<file path="config.mk">
export PLATFORM = sky130hd
export DESIGN_NAME = serial_subtractor
export DESIGN_NICKNAME = d
export VERILOG_FILES = /design/src/rtl/serial_subtractor.sv
export SDC_FILE = /design/constraint.sdc
export NUM_CORES = 1
export LEC_CHECK = 0
export ABC_AREA = 1
export CORE_MARGIN = 4
export CORE_UTILIZATION = 30
export DETAILED_ROUTE_END_ITERATION = 10
export SYNTH_ARGS = -nofsm -noshare
export SYNTH_HDL_FRONTEND = slang
export SYNTH_SLANG_ARGS = --single-unit
</file>
<file path="constraint.sdc">
create_clock -name clk -period 1.8 [get_ports clk]
set_input_delay 0.54 -clock clk [delete_from_list [all_inputs] [get_ports clk]]
set_output_delay 0.54 -clock clk [all_outputs]
set_load 0.05 [all_outputs]
</file>
<file path="src/rtl/serial_subtractor.sv">
// Bit-serial ripple-borrow subtractor: diff = a - b - bin, one bit per clock, LSB first.
// A single full-subtractor cell is time-multiplexed over WIDTH cycles with a registered borrow.
// Results are registered and held until the next operation completes.
module serial_subtractor #(
   parameter int unsigned WIDTH = 4,
   parameter int unsigned CW    = $clog2(WIDTH + 1)
) (
   input  logic             clk,
   input  logic             rst,
   input  logic             start_i,
   input  logic [WIDTH-1:0] a_i,
   input  logic [WIDTH-1:0] b_i,
   input  logic             bin_i,
   output logic [WIDTH-1:0] diff_o,
   output logic             bout_o,
   output logic             busy_o,
   output logic             done_o
);

   typedef enum logic [1:0] {
      StIdle = 2'd0,
      StRun  = 2'd1,
      StDone = 2'd2
   } state_e;

   localparam logic [CW-1:0] CntLast = CW'(WIDTH - 1);

   state_e           state_q;
   logic [WIDTH-1:0] a_sh_q;
   logic [WIDTH-1:0] b_sh_q;
   logic [WIDTH-1:0] res_sh_q;
   logic             br_q;
   logic [CW-1:0]    cnt_q;
   logic [WIDTH-1:0] diff_q;
   logic             bout_q;
   logic             busy_q;
   logic             done_q;

   logic             x_bit;
   logic             y_bit;
   logic             d_bit;
   logic             br_d;
   logic [WIDTH-1:0] res_sh_d;

   // Full-subtractor cell operating on the current LSBs and the stored borrow.
   always_comb begin
      x_bit    = a_sh_q[0];
      y_bit    = b_sh_q[0];
      d_bit    = x_bit ^ y_bit ^ br_q;
      br_d     = (~x_bit & y_bit) | (~(x_bit ^ y_bit) & br_q);
      res_sh_d = {d_bit, res_sh_q[WIDTH-1:1]};
   end

   // Control FSM with datapath shift registers and registered outputs.
   always_ff @(posedge clk or posedge rst) begin
      if (rst) begin
         state_q  <= StIdle;
         a_sh_q   <= '0;
         b_sh_q   <= '0;
         res_sh_q <= '0;
         br_q     <= 1'b0;
         cnt_q    <= '0;
         diff_q   <= '0;
         bout_q   <= 1'b0;
         busy_q   <= 1'b0;
         done_q   <= 1'b0;
      end else begin
         unique case (state_q)
            StIdle, StDone: begin
               done_q <= 1'b0;
               // DONE accepts a new start exactly like IDLE, enabling back-to-back ops.
               if (start_i) begin
                  a_sh_q  <= a_i;
                  b_sh_q  <= b_i;
                  br_q    <= bin_i;
                  cnt_q   <= '0;
                  busy_q  <= 1'b1;
                  state_q <= StRun;
               end else begin
                  busy_q  <= 1'b0;
                  state_q <= StIdle;
               end
            end
            StRun: begin
               res_sh_q <= res_sh_d;
               a_sh_q   <= a_sh_q >> 1;
               b_sh_q   <= b_sh_q >> 1;
               br_q     <= br_d;
               cnt_q    <= cnt_q + CW'(1);
               if (cnt_q == CntLast) begin
                  // Last bit: publish the full result including this cycle's bit.
                  diff_q  <= res_sh_d;
                  bout_q  <= br_d;
                  done_q  <= 1'b1;
                  busy_q  <= 1'b0;
                  state_q <= StDone;
               end
            end
            default: begin
               busy_q  <= 1'b0;
               done_q  <= 1'b0;
               state_q <= StIdle;
            end
         endcase
      end
   end

   assign diff_o = diff_q;
   assign bout_o = bout_q;
   assign busy_o = busy_q;
   assign done_o = done_q;

endmodule

</file>
Word-level counts from Yosys, hierarchy flattened
Cells that the tools add are included.
- bitwise gates (word level): 7
- multiply operators: 0
- div/mod/pow operators: 0
- shift-type cells: 0
- equality and inequality tests: 5
- add/sub/neg operators: 1
- order comparisons: 0
- reductions and logical operators: 5
- multiplexer cells: 16
- operators with widths (operator ; count):
    one-hot mux 4 bit (2 select lines) ; 2
    two-way mux 4 bit ; 2
    two-way mux 1 bit ; 6
    one-hot mux 3 bit (2 select lines) ; 1
    inequality test 2 bit, second input constant ; 2
    one-hot mux 1 bit (2 select lines) ; 2
    one-hot mux 2 bit (2 select lines) ; 1
    AND reduction 2 bit ; 2
    adder 3 x 1 -> 3 bit, second input constant ; 1
    equality test 3 x 2 -> 1 bit, second input constant ; 1
    two-way mux 3 bit ; 1
    bitwise AND 1 bit ; 2
    equality test 2 x 1 -> 1 bit, second input constant ; 1
    equality test 2 bit, second input constant ; 1
    zero test 2 bit ; 1
    two-way mux 2 bit ; 1
    NOT 1 bit ; 2
    nonzero test 2 bit ; 1
    OR reduction 2 bit ; 1
    XOR 1 bit ; 2
    OR 1 bit ; 1
- word-level logic and storage cells: 44
- RAM bits: 0
- output and inout bits: 7
- memories kept: 0
- register bits after elaboration: 25
- memory bits (read-only): 0
- latch bits: 0

Logic depth before layout (Yosys ltp)
Gate-level depths: netlist of the first run.
- depth after elaboration: 5
- mapped depth: 7

Least setup slack after synthesis of the first run
Ideal clock, no wire load.
- path type: reg-to-reg
- from: reg state_q[1]
- to: reg a_sh_q[2]
- library setup time: 0.117 ns
- slack: 0.435 ns
- arrival time: 1.248 ns
- stages on the path, launching flop included: 7
- path buffers: 1
- path through: dfrtp_1 > inv_2 > nand2_4 > nand2_4 > buf_8 > nand3_1 > nand2_1
- longest elaborated chain between the ends: 4
- elaborated cells between the ends (all ways): 8
- classes of those cells: 3 x eq/ne; 1 x mux; 4 x reduce/logical
- ends and longest elaborated chain (item ; RTL line ; RTL):
    start, declared ; 28 ; state_e state_q;
    start signal, assigned ; 57 ; state_q <= StIdle;
    start signal, assigned ; 78 ; state_q <= StRun;
    start signal, assigned ; 81 ; state_q <= StIdle;
    equality test 2 bit or zero test 2 bit (tied branches) ; 68 ; unique case (state_q)
    OR reduction 2 bit ; 68 ;
    inequality test 2 bit (no line) or nonzero test 2 bit (tied branches) ; - ;
    AND reduction 2 bit (no line) ; - ;
    end signal, assigned ; 73 ; a_sh_q <= a_i;
    end signal, assigned ; 86 ; a_sh_q <= a_sh_q >> 1;
    end, declared ; 29 ; logic [WIDTH-1:0] a_sh_q;
Several ways; a longest one is shown, not always the timed one.
A chain may end at the register's enable or synchronous reset.

==> impl_summary.md, run 1 <==
Run status
The flow ran to the end, and the final reports show no timing, DRC or antenna violations.

Worst setup path
The largest single stage delay on the critical path is 480 ps. On the critical path the largest part of the delay comes from flip-flops. The startpoint of the most critical setup path is state_q[1]. For flop-to-flop paths, the worst setup slack is 430 ps.

For this design, the slowest cell found on the critical path is dfrtp_1. The depth of the critical timing path with buffers and inverters included is 1. The terminus of the critical flop-to-flop path is a_sh_q[0].

Of all nets on the critical path, the largest fanout is 3. The worst path buffer plus inverter count is 1. The worst setup path is launched from a flip-flop.

Data on the critical path is required at its endpoint by 1260 ps. In this run the critical register-to-register path is launched from state_q[0]. The depth of the worst register-to-register path is 5. The critical path goes through buf_12.

The timing endpoint of the critical path is done_o. The critical path in this run is classified as flip-flop to output port. STA puts the critical path data arrival time at 920 ps.

The critical path endpoint category is an output port.

Route
The number of antenna-violating nets in the routed design is 0. Using the TritonRoute via totals, the vias-per-cell ratio works out to 4.24. The first-iteration detailed-routing DRC count is 36. Before antenna repair, the detailed router went through 4 iterations. In the routed design, unresolved DRC markers number 0. The routed wire length per instance is 11.1 um. Across all layers, the routed design uses 819 vias. The overall routed net length is 2140 um.

Global route
The total congestion overflow after global routing is 0. The global-route wire length before repair is 4040 um. The via count of the first global-routing pass is ~880. Entering global routing, the biggest net connects 24 pins. Global routing used 10.4% of the available tracks across all layers.

The initial antenna violation count is 0.

Timing
Setup violations remaining at the end of the flow were counted as 0. At the pin with the least slew margin, the transition time is 420 ps. The total negative setup slack is 0 ps. Setup repair after global routing left no endpoint under its margin. The final clock period utilization by the worst path is 81.3%.

The time the final worst path needs with I/O delays and setup is 1460 ps. In this run the tightest slew margin relative to its limit is approximately 70%. The peak clock frequency supported by timing is approximately 700 MHz. The final clock skew is between 4 and 5 ps. The hold violation total from the final report is 0. The max-slew violation count is 0.

Clock network
The clock tree from TritonCTS is done. CTS built an H-tree with a depth of 1. In this run the post-CTS setup repair buffer count came out at 0. Clock-pin slew was measured on the worst setup and hold paths at 80 ps. Counting along the longest clock path gives a buffer depth of 2. The post-cts gate resize count is 0. The clock latency on the worst-skew pair is between 200 and 300 ps. The cell sitting at the root of the clock tree is a clkbuf_8. The total clock sinks is 23.

Buffers inserted to repair hold after CTS numbered 0. Counting the buffers created by CTS gives 3.

Floorplan
The die is 69.2 um wide. The number of rows created at floorplan is 21. The starting density of the core is about 32%. The die is 69.2 um tall. The die area is between 0.004 and 0.005 mm2. In this run the count of I/O pins placed on the die edge is 19. The core region is 0.00347 mm2.

Synth
The number of warnings printed during yosys synthesis is 0. In the synthesized netlist, the cells that appear most often are nand2_1 (39), dfrtp_1 (23), inv_1 (22). After synthesis, the cell types taking the most area are dfrtp_1 (51%), nand2_1 (13%), inv_1 (7.4%), nand3_1 (5.8%), nand2_4 (4.0%). Of all flip-flops after synthesis, the portion carrying an async set or reset was 100%. The most numerous cell in the Yosys netlist is nand2_1.

The per-instance average area after synthesis is 8.84 um2. Of all cell types, the one taking the most synthesized area is dfrtp_1. The portion of synthesized cell area occupied by the leading cell type is 51.3%.

The most used flip-flop cell after synthesis is dfrtp_1. Counting flops with a built-in enable in the synthesized netlist gives 0. The cell area after synthesis is 0.00112 mm2. The sequential share of the synthesized area is 51.3%. The flop and latch count out of synthesis is 23.

Synthesis produced a netlist whose cell count is 127. The number of nets in the synthesized netlist is 142. The number of distinct standard cells referenced by the synthesized netlist is 18.

Cells and area
The layout cell share with drive strength beyond 1 is 17.7%. The number of diodes added for antenna fixing is 0. The area growth from synthesis to layout is 25.5%. At the end of the flow the core is filled with cells to 40.6%. The final non-filler cell total is approximately 190. The register area is 576 um2. The multi-input combinational cells in the finished layout cover a total of just over 400 um2. The final layout contains around 160 nets. The layout has 376 filler cells.

Power and ir drop
The leakage power summed over all cells is 0.748 nW. IR analysis of the VDD net gives a maximum drop of 0.453 mV. In this run the power density over the cells is 1930 mW/mm2.

Placed design
The post-placement cell count is 189. Buffers placed on the I/O ports in this run total 18. Summed over all nets, the half-perimeter wirelength after detailed placement is 1610 um. Routability-driven placement finished with a final weighted congestion of 0.762.

Hold path
The worst hold path belongs to the class flip-flop to flip-flop.

Job
Across the run, the number of max-cap violations was 0.
-- sequential cells by signal, summed over array words and instances, names as in the netlist --
signal	count
bout_o	1
state_q	2
a_sh_q	4
busy_o	1
cnt_q	3
res_sh_q	3
diff_o	4
br_q	1
b_sh_q	4
-- worst min-delay path by stage --
stage                     start         to  depth (start not counted)
finish                diff_o[0]  diff_o[0]                          2
global route          a_sh_q[1]  a_sh_q[1]                          2
CTS                   b_sh_q[2]  b_sh_q[2]                          2
detailed placement    b_sh_q[2]  b_sh_q[2]                          2
global placement      b_sh_q[1]  b_sh_q[1]                          2
floorplan           res_sh_q[1]  diff_o[0]                          2
-- through the flow --
| step | total power (W) | instance area [um2] | hold slack [ps] | worst slack, ps |
|---|---|---|---|---|
| 2_1_floorplan | 0.00206 | 1120 | 442 | 435 |
| 5_1_grt | 0.00298 | 1410 | 508 | 267 |
| 3_5_place_dp | 0.00244 | 1360 | 465 | 116 |
| 4_1_cts | 0.00276 | 1410 | 488 | 313 |
| 3_3_place_gp | 0.00239 | 1360 | 467 | 149 |
| 6_report | 0.00272 | 1410 | 485 | 336 |
-- placed cells by master (no fill, tap or decap) --
master / netlist / routed
nand2_1: 39 / 39
o21ai_1: 4 / 4
clkdlybuf4s50_1: 0 / 11
o21ai_0: 4 / 4
or2_2: 1 / 1
dfrtp_1: 23 / 23
fa_1: 1 / 1
nor2_4: 1 / 1
ha_1: 2 / 2
buf_12: 0 / 4
a21oi_4: 1 / 1
inv_4: 1 / 1
o21ai_2: 3 / 3
nand3_1: 13 / 13
nor2_1: 2 / 2
clkinv_2: 0 / 1
buf_4: 0 / 4
clkbuf_8: 0 / 3
inv_2: 3 / 3
inv_1: 22 / 22
nand2_4: 4 / 4
-- cells by family (layout without fill, tap and decap cells) --
family	count (synthesis)	in the layout	synth area share, %
simple gates	60	60	25.1
buf+inv	29	49	12.3
flops	23	23	51.3
compound gates	12	12	7.36
fa+ha+maj	3	3	4.01
-- report_power, final --
| part | switching (W) | total, W | internal (W) | leakage, nW |
|---|---|---|---|---|
| sequential | 0.000199 | 0.000968 | 0.000769 | 0.285 |
| combinational | 0.000880 | 0.00143 | 0.000555 | 0.438 |
| clock | 0.000161 | 0.000316 | 0.000154 | 0.0255 |
-- area by class of cell --
cell class / instances / area share (%)
Clock buffer: 3 / 2.93
Timing Repair Buffer: 19 / 15.6
Multi-Input combinational cell: 75 / 29.0
Sequential cell: 23 / 40.9
Inverter: 26 / 7.10
Tap cell: 46 / 4.09
Clock inverter: 1 / 0.355
-- worst min-delay path, stage by stage (launching register included) --
cell	delay (ps)
dfrtp_1	350
nand2_1	50
nand2_1	50
-- per-layer routing --
| layer | vias up | share of wire, % | GRT usage (%) |
|---|---|---|---|
| met4 | 0 | 2.4 | 5.86 |
| met2 | 15 | 49 | 16.5 |
| met3 | 4 | 3.3 | 2.47 |
| met1 | 378 | 45 | 12.9 |
| li1 | 422 | - | - |
| met5 | - | 0 | 0 |
Power figures use the tool's default switching activity.
==> run 2: changes to the inputs <==
Clock period 1.8 ns to 1.4 ns, I/O delays scaled along.
==> run 2 against run 1 <==
Against the previous run: final cell count increased by 2.6%; die area unchanged; register-to-register slack got worse by 300 ps.
==> impl_summary.md, run 2 (synthesis results as in run 1) <==
Run status
The flow ran to the end, and the final reports show no timing, DRC or antenna violations.

Timing
The worst path uses 96.2% of the clock period. The worst-margin pin slew is 359 ps (-61.1 ps). The final-report setup violation count is 0 (unchanged). The time the final worst path needs with I/O delays and setup is 1350 ps. The max-slew violation count is 0 (unchanged).

The headroom to the max-slew limit is 76.1% (+4.1 points). The total negative setup slack is 0 ps (unchanged). Setup repair after global routing left no endpoint under its margin.

The peak clock frequency supported by timing is roughly 740 MHz. The final clock skew was 0.971 ps (-3.03 ps). The hold violation total from the final report is 0 (unchanged).

Clock network
The clock latency on the worst-skew pair is 260 ps (about the same). The number of CTS-inserted buffers came to 3 (unchanged). The hold-fix buffer count after cts is 0 (unchanged). The clock-pin slew on the worst setup and hold paths is 80 ps (about the same). The clock tree root driver cell is clkbuf_8.

The clock tree from TritonCTS is done. The deepest level of the CTS H-tree is 1 (unchanged). The post-cts gate resize count is 0 (unchanged). The maximum number of buffers from clock root to sink is 2 (unchanged). The total clock sinks is 23 (unchanged). The number of setup buffers added after CTS is 0 (unchanged).

Route
The via-per-instance ratio was 4.16 (-2.0%). The post-detailed-route DRC marker count was 0 (unchanged). The first-iteration detailed-routing DRC count is 16 (-56%). The routed wire length per instance is 10.7 um (-3.3%). The overall routed net length was 2120 um (-0.75%). The number of detailed-routing iterations run before antenna repair is 6 (+2). The total number of vias is 823 (+0.49%). The number of antenna-violating nets in the routed design is 0 (unchanged).

Worst setup path
In this design, the largest share of critical-path delay is due to flip-flops. The depth of the worst register-to-register path is 4 (-1). Walking the worst path, the cells encountered are buf_12. The reg2reg setup slack was 130 ps (-300 ps).

The data arrival at the endpoint of the critical path is 930 ps (about the same). The largest driver fanout on the critical path is 3 (unchanged). The kind of critical path is flip-flop to output port. In this run the critical register-to-register path is captured at cnt_q[2].

The worst setup path is launched from a flip-flop. The worst path buffer plus inverter count came to 1 (unchanged). The highest cell delay on the worst timing path came to 490 ps (about the same). The data required time at the worst endpoint is 980 ps (-280 ps). The worst register-to-register path begins at cnt_q[0]. The cell with the biggest individual delay on the critical path is dfrtp_1. The worst setup path is captured at an output port.

Floorplan
The vertical extent of the die is 69.2 um (unchanged). The die area is 0.00478 mm2 (unchanged). The width of the die came to 69.2 um (unchanged). The total I/O pin count is 19 (unchanged). The area of the core was 0.00347 mm2 (unchanged).

The starting density of the core is 32.4% (unchanged). The number of rows created at floorplan is 21 (unchanged).

Power and ir drop
The power per cell area was 2480 mW/mm2 (+28%). The relative contribution of sequential cells to total power is 33.7% (-1.9 points). The fraction of power spent switching nets is 43.5% (-2.1 points). The power spent charging and discharging nets is 0.00161 W (+30%). The leakage power summed over all cells was 0.785 nW (+4.9%). The share of total power in combinational logic is 55.4% (+2.6 points).

The internal portion of total power is 0.00209 W (+42%). The maximum vdd ir drop is 0.566 mV (+25%). The clock share of power was 10.9% (-0.7 points).

Cells and area
The library cells used most frequently in the layout, excluding fill and tap cells, are nand2_1 (39), dfrtp_1 (23), inv_1 (22). The net total in the final layout is 168 (+3.1%). The final core area utilization is 43.1% (+2.5 points). The final non-filler cell total came to 198 (+2.6%). The area growth from synthesis to layout is 33.2%.

Leaving out fill and tap cells, the most frequent cell in the layout is nand2_1. The layout cell share with drive strength beyond 1 is 19.7% (+2.0 points). The number of diodes added for antenna fixing came to 0 (unchanged).

Global route
The largest net degree at the start of global routing is 24 (unchanged). The via count of the first global-routing pass came to 846 (-3.4%). The total congestion overflow after global routing is 0 (unchanged).

The total global-route track usage was 9.62% (-0.79 points). The initial antenna violation count is 0 (unchanged). The global-route wire length before repair came to 3710 um (-8.0%).

Job
The number of violations of the max-capacitance limit is 0 (unchanged).

Placed design
The placer's final routability congestion estimate is 0.782 (+2.7%). The post-placement cell count came to 194 (+2.6%). The HPWL reported at the end of detailed placement is 1660 um (+3.3%). The count of port buffers added during placement came to 18 (unchanged).

Hold path
The path type of the worst min-delay path is input pin to asynchronous set/reset pin.
## run 2: cell types whose count changed in the layout (fill, tap and decap cells not counted)
cell      before  now
buf_12         4    8
buf_4          4    5
clkbuf_1       0    1
clkinv_2       1    0
## run 2: metrics by stage
step | hold slack [ps] | setup WS, ps | instance area [um2] | total power, W
6_report | 481 | 53.9 | 1500 | 0.00371
2_1_floorplan | 422 | 34.6 | 1120 | 0.00265
4_1_cts | 483 | 37.0 | 1500 | 0.00377
3_5_place_dp | 465 | -75.6 | 1450 | 0.00336
5_1_grt | 497 | 8.50 | 1500 | 0.00402
3_3_place_gp | 462 | -66.1 | 1450 | 0.00329
## run 2: final cells by class
cell class                 instances  area, um2
timing repair buffer              24        308
clock buffer                       4       45.0
sequential                        23        576
tap                               46       57.6
inverter                          26        100
multi-input combinational         75        409
fill                             352       1970
## run 2: power groups by stage
stage	logic (W)	clock network (W)	registers (W)
finish	0.00205	0.000403	0.00125
global route	0.00228	0.000451	0.00128
CTS	0.00210	0.000421	0.00125
detailed placement	0.00209	0	0.00127
global placement	0.00205	0	0.00125
floorplan	0.00119	0	0.00146
## run 2: worst max path at each step
stage / to / startpoint / cells past startpoint / slack, ps
after floorplan: a_sh_q[2] / state_q[1] / 6 / 30
after global placement: b_sh_q[1] / start_i / 6 / -70
after detailed placement: a_sh_q[1] / start_i / 6 / -80
after CTS: done_o / state_q[1] / 1 / 40
after global routing: done_o / state_q[1] / 1 / 8
final: done_o / state_q[1] / 1 / 50
## run 2: per-layer routing
metal | up-vias | part of all wire, % | track usage (%)
met1 | 375 | 45 | 10.8
met4 | 0 | 1.0 | 5.21
met3 | 2 | 3.6 | 2.62
met2 | 15 | 50 | 16.4
met5 | - | 0 | 0
li1 | 431 | - | -
==> run 3: changes to the inputs <==
==> constraint.sdc (replaced) <==
create_clock -name clk -period 1.4 [get_ports clk]
set_input_delay 0.42 -clock clk [delete_from_list [all_inputs] [get_ports clk]]
set_output_delay 0.42 -clock clk [all_outputs]
set_load 0.01 [all_outputs]
==> run 3 against run 2 <==
Against the previous run: hold slack got worse by 5.2 ps; clock-buffer cell count did not move; power fell by 13%; clock power barely moved; via count rose by 2.2%; combinational power fell by 21%; wire length fell by 1.1%; first-iteration DRC count rose by 31%; register-to-register slack improved by 20 ps; maximum frequency barely moved; largest cell class unchanged; largest power group unchanged.
==> impl_summary.md, run 3 (synthesis results as in run 1) <==
Clock network
The clock-pin slew on the worst setup and hold paths is 80 ps (about the same). The hold-fix buffer count after cts was 0 (unchanged). The post-cts gate resize count is 7 (+7). The number of CTS-inserted buffers is 3 (unchanged). TritonCTS built the clock tree. The total clock sinks came to 23 (unchanged). The deepest level of the CTS H-tree is 1 (unchanged). The number of setup buffers added after CTS is 0 (unchanged). The tree is rooted in a clkbuf_8. The maximum number of buffers from clock root to sink came to 2 (unchanged). The clock latency on the worst-skew pair came to 260 ps (about the same).

Hold path
The startpoint of the lowest-slack hold path is diff_o[0]. The worst hold path terminates at diff_o[0]. The path type of the worst min-delay path is flip-flop to flip-flop. The worst hold path passes through 2 cells.

Cells and area
The register area was 576 um2 (unchanged). Leaving out fill and tap cells, the most frequent cell in the layout is nand2_1. In the layout the commonest cells are nand2_1 (39), dfrtp_1 (23), inv_1 (22). The number of diodes added for antenna fixing is 0 (unchanged). The area of combinational cells with multiple inputs is 409 um2 (unchanged). The number of fill cells in the layout is 367 (+4.3%). The layout cell share with drive strength beyond 1 is 16.8% (-3.0 points). The net total in the final layout is 171 (+1.8%).

Compared with the post-synthesis result, the final layout area differs by 28.2%.

Global route
The initial antenna violation count is 0 (unchanged). The global-route wire length before repair is 3840 um (+3.3%). The total global-route track usage was 9.69% (+0.067 points). The total congestion overflow after global routing was 0 (unchanged). The largest net degree at the start of global routing is 24 (unchanged). The via count of the first global-routing pass is 865 (+2.2%).

Worst setup path
The reg2reg setup slack is 150 ps (+20 ps). The highest cell delay on the worst timing path came to 380 ps (-110 ps). The data arrival at the endpoint of the critical path is 930 ps (about the same). The terminus of the critical flop-to-flop path is cnt_q[2]. The critical path endpoint category is an output port. The largest driver fanout on the critical path is 2 (-1). The signal on the critical path passes through dlygate4sd2_1.

The critical path launch point type is a flip-flop. The kind of critical path is flip-flop to output port. On the critical path the largest part of the delay comes from flip-flops.

The data required time at the worst endpoint is 980 ps (about the same). The worst register-to-register path begins at cnt_q[0]. Among all stages on the critical path, the largest delay is contributed by dfrtp_1. The depth of the worst register-to-register path came to 4 (unchanged). Tracing the worst setup path back leads to its startpoint at busy_o. The worst path buffer plus inverter count was 1 (unchanged).

Floorplan
The die area is 0.00478 mm2 (unchanged). The number of rows created at floorplan is 21 (unchanged). The width of the die is 69.2 um (unchanged). The vertical extent of the die was 69.2 um (unchanged).

The starting density of the core is 32.4% (unchanged). The area of the core came to 0.00347 mm2 (unchanged). The total I/O pin count is 19 (unchanged).

Power and ir drop
The total power draw was 0.00321 W (-13%). The maximum vdd ir drop came to 0.590 mV (+4.3%). The leakage power summed over all cells is 0.782 nW (-0.32%). The power per cell area is 2230 mW/mm2 (-10%).

Route
The first-iteration detailed-routing DRC count is 21 (+5). The number of antenna-violating nets in the routed design is 0 (unchanged). The post-detailed-route DRC marker count is 0 (unchanged).

The total number of vias is 841 (+2.2%). The number of detailed-routing iterations run before antenna repair is 4 (-2). The routed wire length per instance came to 10.4 um (-2.6%). The via-per-instance ratio came to 4.18 (+0.66%). The overall routed net length was 2100 um (-1.1%).

Timing
The worst-margin pin slew was 388 ps (+29.6 ps). The time the final worst path needs with I/O delays and setup is 1350 ps (+0.743 ps). The headroom to the max-slew limit is 74.1% (-2.0 points). Setup repair after global routing left no endpoint under its margin.

The final-report setup violation count came to 0 (unchanged). The hold violation total from the final report is 0 (unchanged). The max-slew violation count is 0 (unchanged). The peak clock frequency supported by timing is 742 MHz (about the same). The final clock period utilization by the worst path is 96.2% (about the same). The total negative setup slack came to 0 ps (unchanged). The final clock skew is 2.63 ps (+1.66 ps).

Placed design
The count of port buffers added during placement was 18 (unchanged). The placer's final routability congestion estimate is 0.763 (-2.5%). The HPWL reported at the end of detailed placement is 1590 um (-4.6%).

Run status
The run finished with clean final reports.

Job
The number of violations of the max-capacitance limit is 0 (unchanged).
==> run 3: stage by stage <==
stage / instances / hold slack, ps / utilization, % / instance area [um2] / setup slack, ps
finish: 201 / 476 / 41.5 / 1440 / 53.2
global route: 201 / 509 / 41.5 / 1440 / 19.9
CTS: 201 / 482 / 41.5 / 1440 / 42.1
detailed placement: 197 / 465 / 40.4 / 1400 / -41.7
global placement: 197 / 461 / 40.4 / 1400 / -41.5
floorplan: 127 / 422 / - / 1120 / 127
==> run 3: power by group <==
part	leakage (nW)	switching [W]	total (W)	internal [W]
logic	0.475	0.000910	0.00162	0.000712
clock network	0.0228	0.000201	0.000403	0.000203
registers	0.285	0.000194	0.00118	0.000989
total	0.782	0.00130	0.00321	0.00190
==> run 3: area by class of cell <==
type,count,share of cell area (%)
Multi-Input combinational cell,75,28.4
Tap cell,46,4.00
Timing Repair Buffer,27,17.5
Inverter,26,6.96
Sequential cell,23,40.0
Clock buffer,4,3.13
==> run 3: how the worst max path moves through the flow <==
stage                           end  slack, ps  depth (start not counted)
after floorplan            cnt_q[2]        130                          4
after global placement     cnt_q[0]        -40                          5
after detailed placement  b_sh_q[2]        -40                          6
after CTS                    busy_o         40                          1
after global routing         busy_o         20                          1
final                        busy_o         50                          1
==> run 3: metal layers <==
layer	vias up	routed length, um	share of wire [%]	global-route usage (%)
met3	4	68	3.2	1.45
met2	17	953	45	15.8
li1	439	-	-	-
met1	381	1030	49	12.5
met4	0	42	2.0	4.56
met5	-	0	0	0
